### config.mk
export PLATFORM = sky130hd
export DESIGN_NAME = motion_controller
export DESIGN_NICKNAME = d
export VERILOG_FILES = /design/src/rtl/motion_controller.sv
export SDC_FILE = /design/constraint.sdc
export NUM_CORES = 1
export LEC_CHECK = 0
export CAP_MARGIN = 10
export CORE_MARGIN = 2
export CORE_UTILIZATION = 44
export DETAILED_ROUTE_END_ITERATION = 7
export PLACE_DENSITY = 0.67
export SETUP_SLACK_MARGIN = 0.4
export SLEW_MARGIN = 30
export SYNTH_ARGS = -nofsm -noshare
export SYNTH_HDL_FRONTEND = slang
export SYNTH_SLANG_ARGS = --single-unit
### constraint.sdc
create_clock -name clk -period 3.85 [get_ports clk]
set_input_delay 0.77 -clock clk [delete_from_list [all_inputs] [get_ports clk]]
set_output_delay 0.77 -clock clk [all_outputs]
set_load 0.05 [all_outputs]
### src/rtl/motion_controller.sv
// Line-following motion controller: debounced track decoding, obstacle
// blocking, turn watchdog and a two-channel frame-synchronous PWM.
module motion_controller #(
  parameter int unsigned PWM_PERIOD   = 256,
  parameter int unsigned SPEED_FAST   = 192,
  parameter int unsigned SPEED_SLOW   = 64,
  parameter int unsigned DEBOUNCE     = 4,
  parameter int unsigned CLEAR_CYCLES = 8,
  parameter int unsigned TURN_MAX     = 1000000
) (
  input  logic       clk,
  input  logic       reset,
  input  logic [1:0] track_state,
  input  logic       obstacle,
  input  logic       start,
  output logic       left_pwm,
  output logic       right_pwm,
  output logic [2:0] mode
);

  localparam int unsigned CW = $clog2(PWM_PERIOD + 1);
  localparam int unsigned DW = $clog2(DEBOUNCE + 1);
  localparam int unsigned KW = $clog2(CLEAR_CYCLES + 1);
  localparam int unsigned TW = $clog2(TURN_MAX + 1);

  localparam logic [2:0] MODE_IDLE    = 3'd0;
  localparam logic [2:0] MODE_FWD     = 3'd1;
  localparam logic [2:0] MODE_TURN_L  = 3'd2;
  localparam logic [2:0] MODE_TURN_R  = 3'd3;
  localparam logic [2:0] MODE_BLOCKED = 3'd4;
  localparam logic [2:0] MODE_HALT    = 3'd5;

  localparam logic [1:0] TRK_STOP = 2'd0;
  localparam logic [1:0] TRK_STRI = 2'd1;
  localparam logic [1:0] TRK_RT   = 2'd2;
  localparam logic [1:0] TRK_LT   = 2'd3;

  logic [1:0]    filt_state;
  logic [1:0]    cand_state;
  logic [DW-1:0] deb_cnt;
  logic [DW-1:0] run_len;
  logic          obs_q;
  logic [2:0]    mode_nxt;
  logic [TW-1:0] turn_cnt;
  logic [KW-1:0] clr_cnt;
  logic          in_turn;
  logic          turn_timeout;
  logic          moving;
  logic [CW-1:0] pwm_cnt;
  logic [CW-1:0] duty_l;
  logic [CW-1:0] duty_r;
  logic [CW-1:0] tgt_l;
  logic [CW-1:0] tgt_r;

  // Length of the current run of identical samples that differ from filt_state
  always_comb begin
    run_len = DW'(1);
    if (deb_cnt != '0 && track_state == cand_state)
      run_len = deb_cnt + DW'(1);
  end

  // Track-code debounce filter
  always_ff @(posedge clk) begin
    if (reset) begin
      filt_state <= TRK_STRI;
      cand_state <= TRK_STRI;
      deb_cnt    <= '0;
    end else if (track_state == filt_state) begin
      deb_cnt <= '0;
    end else begin
      cand_state <= track_state;
      if (run_len == DW'(DEBOUNCE)) begin
        filt_state <= track_state;
        deb_cnt    <= '0;
      end else begin
        deb_cnt <= run_len;
      end
    end
  end

  // Obstacle synchroniser stage
  always_ff @(posedge clk) begin
    if (reset) obs_q <= 1'b0;
    else       obs_q <= obstacle;
  end

  assign in_turn      = (mode == MODE_TURN_L) || (mode == MODE_TURN_R);
  assign turn_timeout = in_turn && (turn_cnt == TW'(TURN_MAX - 1));
  assign moving       = (mode == MODE_FWD) || in_turn;

  // Mode next-state decode
  always_comb begin
    mode_nxt = mode;
    case (mode)
      MODE_IDLE, MODE_HALT: begin
        if (start) mode_nxt = MODE_FWD;
      end
      MODE_FWD, MODE_TURN_L, MODE_TURN_R: begin
        if (obs_q)             mode_nxt = MODE_BLOCKED;
        else if (turn_timeout) mode_nxt = MODE_HALT;
        else begin
          case (filt_state)
            TRK_STOP: mode_nxt = MODE_HALT;
            TRK_STRI: mode_nxt = MODE_FWD;
            TRK_LT:   mode_nxt = MODE_TURN_L;
            default:  mode_nxt = MODE_TURN_R;
          endcase
        end
      end
      MODE_BLOCKED: begin
        if (!obs_q && clr_cnt == KW'(CLEAR_CYCLES - 1)) mode_nxt = MODE_FWD;
      end
      default: mode_nxt = MODE_IDLE;
    endcase
  end

  // Mode register
  always_ff @(posedge clk) begin
    if (reset) mode <= MODE_IDLE;
    else       mode <= mode_nxt;
  end

  // Turn watchdog: restarts whenever a (different) turn mode is entered
  always_ff @(posedge clk) begin
    if (reset)
      turn_cnt <= '0;
    else if ((mode_nxt == MODE_TURN_L || mode_nxt == MODE_TURN_R) && mode_nxt != mode)
      turn_cnt <= '0;
    else if (in_turn && mode_nxt == mode)
      turn_cnt <= turn_cnt + TW'(1);
  end

  // Obstacle-free run counter used to leave BLOCKED
  always_ff @(posedge clk) begin
    if (reset || mode != MODE_BLOCKED || obs_q)
      clr_cnt <= '0;
    else if (clr_cnt == KW'(CLEAR_CYCLES - 1))
      clr_cnt <= '0;
    else
      clr_cnt <= clr_cnt + KW'(1);
  end

  // Per-mode target duty
  always_comb begin
    tgt_l = '0;
    tgt_r = '0;
    case (mode)
      MODE_FWD:    begin tgt_l = CW'(SPEED_FAST); tgt_r = CW'(SPEED_FAST); end
      MODE_TURN_L: begin tgt_l = CW'(SPEED_SLOW); tgt_r = CW'(SPEED_FAST); end
      MODE_TURN_R: begin tgt_l = CW'(SPEED_FAST); tgt_r = CW'(SPEED_SLOW); end
      default:     begin tgt_l = '0;              tgt_r = '0;              end
    endcase
  end

  // Free-running frame counter; duties latch only at the frame boundary
  always_ff @(posedge clk) begin
    if (reset) begin
      pwm_cnt <= '0;
      duty_l  <= '0;
      duty_r  <= '0;
    end else if (pwm_cnt == CW'(PWM_PERIOD - 1)) begin
      pwm_cnt <= '0;
      duty_l  <= tgt_l;
      duty_r  <= tgt_r;
    end else begin
      pwm_cnt <= pwm_cnt + CW'(1);
    end
  end

  // Outputs gated by mode so a stop takes effect mid-frame
  always_comb begin
    left_pwm  = moving && (pwm_cnt < duty_l);
    right_pwm = moving && (pwm_cnt < duty_r);
  end

endmodule

# Word-level counts from Yosys, hierarchy flattened
# Index checks and enable logic that the tools add are counted.
dict set report op_classes {
  n_addsub 4
  n_lt_le_gt_ge 2
  eq_ne 18
  n_mux 9
  bitwise 1
  reduce_logical 25
}
# op n
set op_table {}
lappend op_table {{case mux 8 bit (2 select lines)} 2}
lappend op_table {{adder 20 x 1 -> 20 bit (second input constant)} 1}
lappend op_table {{equality test 20 bit (second input constant)} 1}
lappend op_table {{less-than comparator 9 bit} 2}
lappend op_table {{case mux 3 bit (3 select lines)} 2}
lappend op_table {{2-to-1 mux 3 bit} 5}
lappend op_table {{equality test 3 x 2 -> 1 bit (second input constant)} 4}
lappend op_table {{OR reduction 2 bit} 6}
lappend op_table {{adder 9 x 1 -> 9 bit (second input constant)} 1}
lappend op_table {{equality test 3 bit (second input constant)} 3}
lappend op_table {{equality test 9 x 8 -> 1 bit (second input constant)} 1}
lappend op_table {{logical AND 1 bit} 7}
lappend op_table {{OR reduction 3 bit} 2}
lappend op_table {{logical OR 1 bit} 5}
lappend op_table {{adder 4 x 1 -> 4 bit (second input constant)} 1}
lappend op_table {{equality test 2 bit} 2}
lappend op_table {{equality test 4 x 3 -> 1 bit (second input constant)} 1}
lappend op_table {{adder 3 x 1 -> 3 bit (second input constant)} 1}
lappend op_table {{equality test 3 x 1 -> 1 bit (second input constant)} 1}
lappend op_table {{equality test 3 bit} 1}
lappend op_table {{logical NOT 3 bit} 1}
lappend op_table {{!= test 3 bit} 1}
lappend op_table {{!= test 3 bit (second input constant)} 1}
lappend op_table {{nonzero test 3 bit} 1}
lappend op_table {{other kinds (6)} 6}
dict set report totals {
  ff_bits 62
  in_bits 6
  out_inout_bits 5
  elab_cells 69
}

# Logic depth before layout (Yosys ltp)
# Gate-level depths: netlist (run 1).
dict set report depth {
  word_depth 10
  ltp_mapped 8
  depth_no_buf 8
}

# Worst setup path before layout (run 1)
# OpenSTA, ideal clock, no wires.
dict set report synth_timing {
  path_kind {register to output}
  startpoint {reg mode[0]}
  endpoint {out left_pwm}
  t_arrival_ns 3.526
  required_time_ns 3.080
  setup_slack_ns -0.446
  path_stages_with_launch 4
  path_buffers 0
  path_cell_list {dfxtp_1 -> nor2_1 -> or2_2 -> a2111oi_0}
}
dict set report synth_via {
  elab_chain_cells 4
  word_cells_on_any_way 6
  cone_classes {eq/ne (3); reduce/logical (3)}
}
# item line
set synth_rtl {}
lappend synth_rtl {{from (decl)} 18} ;# output logic [2:0] mode
lappend synth_rtl {{from (signal assigned)} 120} ;# else mode <= mode_nxt;
lappend synth_rtl {{equality test 3 x 2 -> 1 bit} 87} ;# assign in_turn = (mode == MODE_TURN_L) || (mode == MODE_TURN_R);
lappend synth_rtl {{logical OR 1 bit} 87}
lappend synth_rtl {{logical OR 1 bit (*)} 89} ;# assign moving = (mode == MODE_FWD) || in_turn;
lappend synth_rtl {{logical AND 1 bit (*)} 172} ;# left_pwm = moving && (pwm_cnt < duty_l);
lappend synth_rtl {{to (decl)} 16} ;# output logic left_pwm,
# Every way passes the cells marked *; elsewhere a longest branch is shown, timed or not.

# Worst setup path after layout (run 1)
dict set report layout_timing {
  startpoint {reg mode[0]}
  endpoint {out right_pwm}
}
dict set report layout_via {
  elab_chain_cells 4
  word_cells_on_any_way 6
  cone_classes {eq/ne (3); reduce/logical (3)}
}
# item line
set layout_rtl {}
lappend layout_rtl {{equality test 3 x 2 -> 1 bit} 87}
lappend layout_rtl {{logical OR 1 bit} 87}
lappend layout_rtl {{logical OR 1 bit (*)} 89}
lappend layout_rtl {{logical AND 1 bit (*)} 173} ;# right_pwm = moving && (pwm_cnt < duty_r);
lappend layout_rtl {{to (decl)} 17} ;# output logic right_pwm,
# Marked as above.

==> results by group, run 1 <==
Pwr
  • Peak supply drop: 0.105 mV
  • NetSw: 202 µW
  • Pwr per Cell Area: 322 nW/µm²
  • Design Power: 860 µW
  • Logic gate share of total power: 8.2%
  • Net Sw Frac: 23.4%
  • Leak: 0.908 nW
  • Clock group share of total power: 31.9%
  • P_int: 659 µW
  • Sequential power share: 60.0%

Synth
  • Synthesis-stage register bit count: 48
  • Share of the synthesized area in the top cell type: 39.1%
  • Top-count cell post-synth: dfxtp_1
  • Top cells by area, synth: dfxtp_1 39%, nor2_1 5.3%, a21oi_1 4.7%, xor2_1 4.6%, ha_1 4.1%
  • Ys Warns: 0
  • Post-synth EDFFs: 0
  • Post-synthesis sequential area ratio: 39.1%
  • Ys flop type: dfxtp_1
  • Syn_area_per_cell: 8.68 µm²
  • Post-Syn Area: 2460 µm²
  • Syn nets: 297
  • Synth top cells by count: 48 x dfxtp_1, 35 x nor2_1, 23 x a21oi_1
  • Distinct cell type count after synthesis: 54
  • Synth area leader: dfxtp_1
  • Cell count after synthesis: 283
  • Asr flop ratio synth: 0%

Timing
  • Setup_tns: 0 ps
  • Hold Vio Cnt, Final: 0
  • Worst Skew: 3.03 ps
  • Max Slew Vio Count: 0
  • Slew HR: 52.9%
  • Max Freq: 0.339 GHz
  • Worst Tran Pin Value: 706 ps
  • RSZ-0062 raised after global routing: false
  • Finish-stage setup viols: 0
  • Period minus WS final: 2950 ps
  • Period utilisation layout: 76.7%

Place
  • Placer congestion estimate: 0.796
  • Post-Place Cell Area: 2590 µm²
  • Port Buffers: 10
  • Final HPWL DP: 3090 µm

Setup path
  • Ordered cell list for the critical path: nor2_1, or2_2, a2111oi_1, dlymetal6s2s_1
  • R2R setup slack: 1220 ps
  • Crit path max-delay cell type: dfxtp_1
  • CP endpoint kind: primary output
  • CP startpoint kind: flip-flop
  • Worst Path Required: 3080 ps
  • WP data arrival: 2180 ps
  • R2r worst-path depth: 6
  • Buf+Inv Stages, Crit Path: 1
  • Type of the worst setup path: reg -> out
  • Reg2Reg Launch Point: mode[0]$_SDFF_PP0_
  • CP peak stage delay: 640 ps
  • Reg-to-reg critical path endpoint: turn_cnt[17]$_SDFFE_PP0P_
  • Top delay family on crit path: flip-flops
  • Worst-path maximum fanout: 14

Clocking
  • Clk_lat worst skew: 290 ps
  • Clock Sinks: 48
  • CTS Buf Count: 5
  • CTS HTree Levels: 2
  • CTS Hold Bufs: 0
  • CTS root buf: clkbuf_8
  • Reg clk slew, reported paths: 80 ps
  • CTS tree: done
  • Clock buffer depth: 2

Finish
  • Layout Nets: 304
  • Synth-to-layout area growth: 8.91%
  • Antenna cells: 0
  • Fill count: 513
  • Final Cell Area: 2680 µm²
  • Reg area: 961 µm²
  • Multi-input logic area: 1390 µm²
  • Layout cells sized above 1: 6.90%
  • Post-route core utilization: 49.2%

Floorplanning
  • # rows: 27
  • Initial Util: 45.2%
  • Die Ht: 78.7 µm
  • Core ar.: 5440 µm²
  • Area of the die: 6200 µm²
  • Width of the die: 78.7 µm
  • Top Ports: 11

GRT
  • Initial antenna violation count: 0
  • Total track usage: 15.1%
  • Vias in the first global route: 1739
  • Largest net degree at the start of global routing: 21
  • Congestion Overflow GR: 0
  • First-pass GRT wire length: 7630 µm

Worst hold path
  • Hold wc startpoint: clr_cnt[0]$_SDFF_PP0_
  • Worst hold path class: reg -> reg
  • WHS Endpoint: clr_cnt[0]$_SDFF_PP0_
  • Worst hold path cell count: 1

Drt
  • WL per Instance: 12.0 µm
  • DR iter-0 viols: 85
  • Routed wire length: 4360 µm
  • Vias: 1888
  • Residual DRC: 0
  • Vias per cell: 5.22
  • Pre-antenna DRT Iters: 4
  • Post-DRT Antenna Nets: 0

Flow run
  • Max cap viols: 0

Outcome
  • Status: completed
## power groups by stage
stage	Sequential [mW]	Combinational, mW	Clock (mW)
after floorplan	0.527	0.0517	0
after global placement	0.527	0.0702	0
after detailed placement	0.528	0.0706	0
after CTS	0.516	0.0710	0.290
after global routing	0.519	0.0779	0.309
final	0.516	0.0703	0.274
## layout make-up
type / instances / share of cell area [%]
inverter: 13 / 1.82
clock buffer: 6 / 2.71
sequential: 48 / 35.9
clock inverter: 1 / 0.187
multi-input combinational: 212 / 52.1
tap: 72 / 3.37
timing repair buffer: 10 / 3.93
## per-layer routing
| layer | routed length [µm] | track usage (%) | share of wire [%] | vias to the layer above |
|---|---|---|---|---|
| li1 | - | - | - | 1013 |
| met3 | 113 | 3.18 | 2.6 | 2 |
| met4 | 23 | 4.21 | 0.53 | 0 |
| met2 | 1930 | 24.8 | 44 | 17 |
| met5 | 0 | 0 | 0 | - |
| met1 | 2290 | 20.0 | 53 | 856 |
## layout by cell type, fill, tap and decap left out, drive strengths merged, types with 5 or more instances in the layout
master / instances
xor2: 13
a21oi: 24
nor2b: 5
clkbuf: 6
inv: 13
ha: 8
nor2: 35
nand2: 14
o21ai: 14
nand3: 13
nand2b: 6
xnor2: 8
dfxtp: 48
clkdlybuf4s50: 8
or3: 12
nand4: 6
## flip-flops by register name, indices dropped and copies added (netlist names)
name and cells:
obs_q 1, cand_state 2, filt_state 2, turn_cnt 20, deb_cnt 3, clr_cnt 4
duty_r 2, pwm_cnt 9, duty_l 2, mode 3
## logic make-up (layout without fill, tap and decap cells)
group / after synthesis / in the layout / share of synthesized area [%]
AOI/OAI and AO/OA: 56 / 56 / 15.3
xor gates and xnor gates: 21 / 21 / 7.48
adders and majority gates: 8 / 8 / 4.07
buffers and inverters: 23 / 30 / 4.28
DFF: 48 / 48 / 39.1
muxes: 4 / 4 / 1.63
and+or+nand+nor: 123 / 123 / 28.1
## per-stage QoR
stage	hold WS (ps)	setup slack, ps	instances
floorplan	418	211	283
global placement	433	849	355
detailed placement	437	807	355
CTS	457	469	362
global route	479	658	362
finish	451	896	362
## how the worst max path moves through the flow
stage	start	to	slack, ps	cells past startpoint
after floorplan	mode[0]$_SDFF_PP0_	left_pwm	210	3
after global placement	start	turn_cnt[17]$_SDFFE_PP0P_	850	6
after detailed placement	mode[0]$_SDFF_PP0_	right_pwm	810	4
after CTS	mode[0]$_SDFF_PP0_	right_pwm	470	4
after global routing	mode[0]$_SDFF_PP0_	right_pwm	660	4
final	mode[0]$_SDFF_PP0_	right_pwm	900	4
## what timing repair did
| action | in CTS | in global routing |
|---|---|---|
| endpoints found under the setup margin | 0 | 2 |
| buffers inserted | 0 | 0 |
| resized for setup | 0 | 2 |
Power figures use the tool's default switching activity.
==> run 2, diff against run 1 <==
==> constraint.sdc (replaced) <==
create_clock -name clk -period 2.82 [get_ports clk]
set_input_delay 0.564 -clock clk [delete_from_list [all_inputs] [get_ports clk]]
set_output_delay 0.564 -clock clk [all_outputs]
set_load 0.05 [all_outputs]
==> results by group, run 2 (same netlist as run 1, synthesis figures left out) <==
Outcome
  • Status: completed

Pwr
  • Net Sw Frac: 23.8% (+0.39 points)
  • Clock group share of total power: 31.7% (-0.2 points)
  • Logic gate share of total power: 9.4% (+1.2 points)
  • Pwr per Cell Area: 429 nW/µm² (+33%)
  • Peak supply drop: 0.218 mV (+110%)
  • Sequential power share: 58.8% (-1.2 points)
  • Leak: 0.902 nW (-0.59%)
  • NetSw: 284 µW (+41%)
  • P_int: 908 µW (+38%)

Finish
  • Commonest non-fill, non-tap cell in the layout: dfxtp_1
  • Layout Nets: 309 (+1.6%)
  • Biggest regs: turn_cnt: 20 flops, pwm_cnt: 9 flops, clr_cnt: 4 flops
  • Cell Count, Final, Fillers Out: 367 (+1.4%)
  • Most frequent cells in the layout: 46 x dfxtp_1, 35 x nor2_1, 23 x a21oi_1, 14 x nand2_1
  • Layout cells sized above 1: 10.5% (+3.6 points)
  • Antenna cells: 0 (unchanged)
  • Synth-to-layout area growth: 13.2%
  • Largest Register: turn_cnt
  • Max FFs per register: 20 (unchanged)

Drt
  • Pre-antenna DRT Iters: 4 (unchanged)
  • DR iter-0 viols: 129 (+52%)
  • Vias per cell: 5.37 (+2.9%)
  • Residual DRC: 0 (unchanged)
  • WL per Instance: 12.5 µm (+3.9%)
  • Routed wire length: 4590 µm (+5.3%)
  • Post-DRT Antenna Nets: 0 (unchanged)
  • Vias: 1970 (+4.3%)

Setup path
  • R2R setup slack: 520 ps (-700 ps)
  • WP data arrival: 2560 ps (+380 ps)
  • Worst-path maximum fanout: 7 (-7)
  • Type of the worst setup path: in -> reg
  • CP startpoint kind: input port
  • Worst Path Required: 3050 ps (-30 ps)
  • CP endpoint kind: flip-flop

Worst hold path
  • Worst hold path class: reg -> reg

Clocking
  • Clock buffer depth: 2 (unchanged)
  • CTS HTree Levels: 2 (unchanged)
  • Clock Sinks: 48 (unchanged)
  • CTS Buf Count: 5 (unchanged)
  • CTS tree: done
  • Reg clk slew, reported paths: 80 ps (about the same)
  • CTS Hold Bufs: 0 (unchanged)
  • CTS root buf: clkbuf_8
  • Clk_lat worst skew: 300 ps (about the same)
  • Post_cts resized: 2 (+2)
  • Setup bufs post-CTS: 0 (unchanged)

Floorplanning
  • Area of the die: 6200 µm² (unchanged)
  • # rows: 27 (unchanged)
  • Initial Util: 45.2% (unchanged)
  • Width of the die: 78.7 µm (unchanged)
  • Top Ports: 11 (unchanged)
  • Core ar.: 5440 µm² (unchanged)
  • Die Ht: 78.7 µm (unchanged)

Timing
  • RSZ-0062 raised after global routing: true
  • Max Freq: 0.429 GHz
  • Worst Tran Pin Value: 639 ps (-66.9 ps)
  • Period minus WS final: 2330 ps
  • Worst Skew: 3.42 ps (+0.390 ps)
  • Max Slew Vio Count: 0 (unchanged)
  • Period utilisation layout: 82.7%
  • Finish-stage setup viols: 0 (unchanged)
  • Slew HR: 56.8% (+3.9 points)
  • Setup_tns: 0 ps (unchanged)
  • Hold Vio Cnt, Final: 0 (unchanged)

GRT
  • Initial antenna violation count: 0 (unchanged)
  • Total track usage: 16.1% (+1.0 points)
  • First-pass GRT wire length: 7990 µm (+4.7%)
  • Largest net degree at the start of global routing: 21 (unchanged)
  • Vias in the first global route: 1824 (+4.9%)
  • Congestion Overflow GR: 0 (unchanged)

Place
  • Placed Cells incl. Taps: 360 (+1.4%)
  • Final HPWL DP: 3280 µm (+6.2%)
  • Port Buffers: 10 (unchanged)
  • Placer congestion estimate: 0.784 (-1.5%)

Flow run
  • Max cap viols: 0 (unchanged)
-- run 2: per-stage QoR --
| step | hold WS (ps) | worst slack, ps | power [mW] | util [%] | area, µm² |
|---|---|---|---|---|---|
| 2_1_floorplan | 418 | 59.5 | 0.791 | - | 2470 |
| 3_3_place_gp | 431 | 195 | 0.824 | 48.9 | 2660 |
| 3_5_place_dp | 441 | 142 | 0.826 | 48.9 | 2660 |
| 4_1_cts | 458 | 390 | 1.21 | 50.4 | 2740 |
| 5_1_grt | 484 | 359 | 1.26 | 51.1 | 2780 |
| 6_report | 455 | 488 | 1.19 | 51.1 | 2780 |
-- run 2: metal layers --
metal / global-route usage [%] / wire length [µm] / share of wire (%)
met1: 20.7 / 2210 / 48
met2: 25.9 / 2200 / 48
met3: 4.09 / 116 / 2.5
met4: 6.49 / 72 / 1.6
met5: 0 / 0 / 0
-- run 2: worst max-delay path, cell delays in order --
cell,delay (ps)
clkdlybuf4s50_1,450
a221o_1,350
a221oi_4,330
nand3_2,190
buf_4,210
or3_1,330
a21oi_1,140
-- run 2: area by class of cell --
class	instances	area, µm²
clock buffers	6	72.6
multi-input cells	212	1440
repair buffers	15	161
inverters	13	48.8
clock inverters	1	5.00
flip-flops and latches	48	966
well taps	72	90.1
fillers	509	2660
-- run 2: worst paths after layout --
| path | end | depth (start not counted) | start |
|---|---|---|---|
| worst max-delay path | turn_cnt[13]$_SDFFE_PP0P_ | 7 | start |
| worst min-delay path | pwm_cnt[0]$_SDFF_PP0_ | 1 | pwm_cnt[0]$_SDFF_PP0_ |
| worst max register to register | turn_cnt[13]$_SDFFE_PP0P_ | 7 | mode[2]$_SDFF_PP0_ |
| worst min register to register | pwm_cnt[0]$_SDFF_PP0_ | 1 | pwm_cnt[0]$_SDFF_PP0_ |
-- run 2: power by group through the flow --
stage	logic (mW)	registers, mW	clock network [mW]
after floorplan	0.0712	0.720	0
after global placement	0.106	0.718	0
after detailed placement	0.108	0.718	0
after CTS	0.108	0.702	0.398
after global routing	0.125	0.704	0.430
final	0.113	0.701	0.378
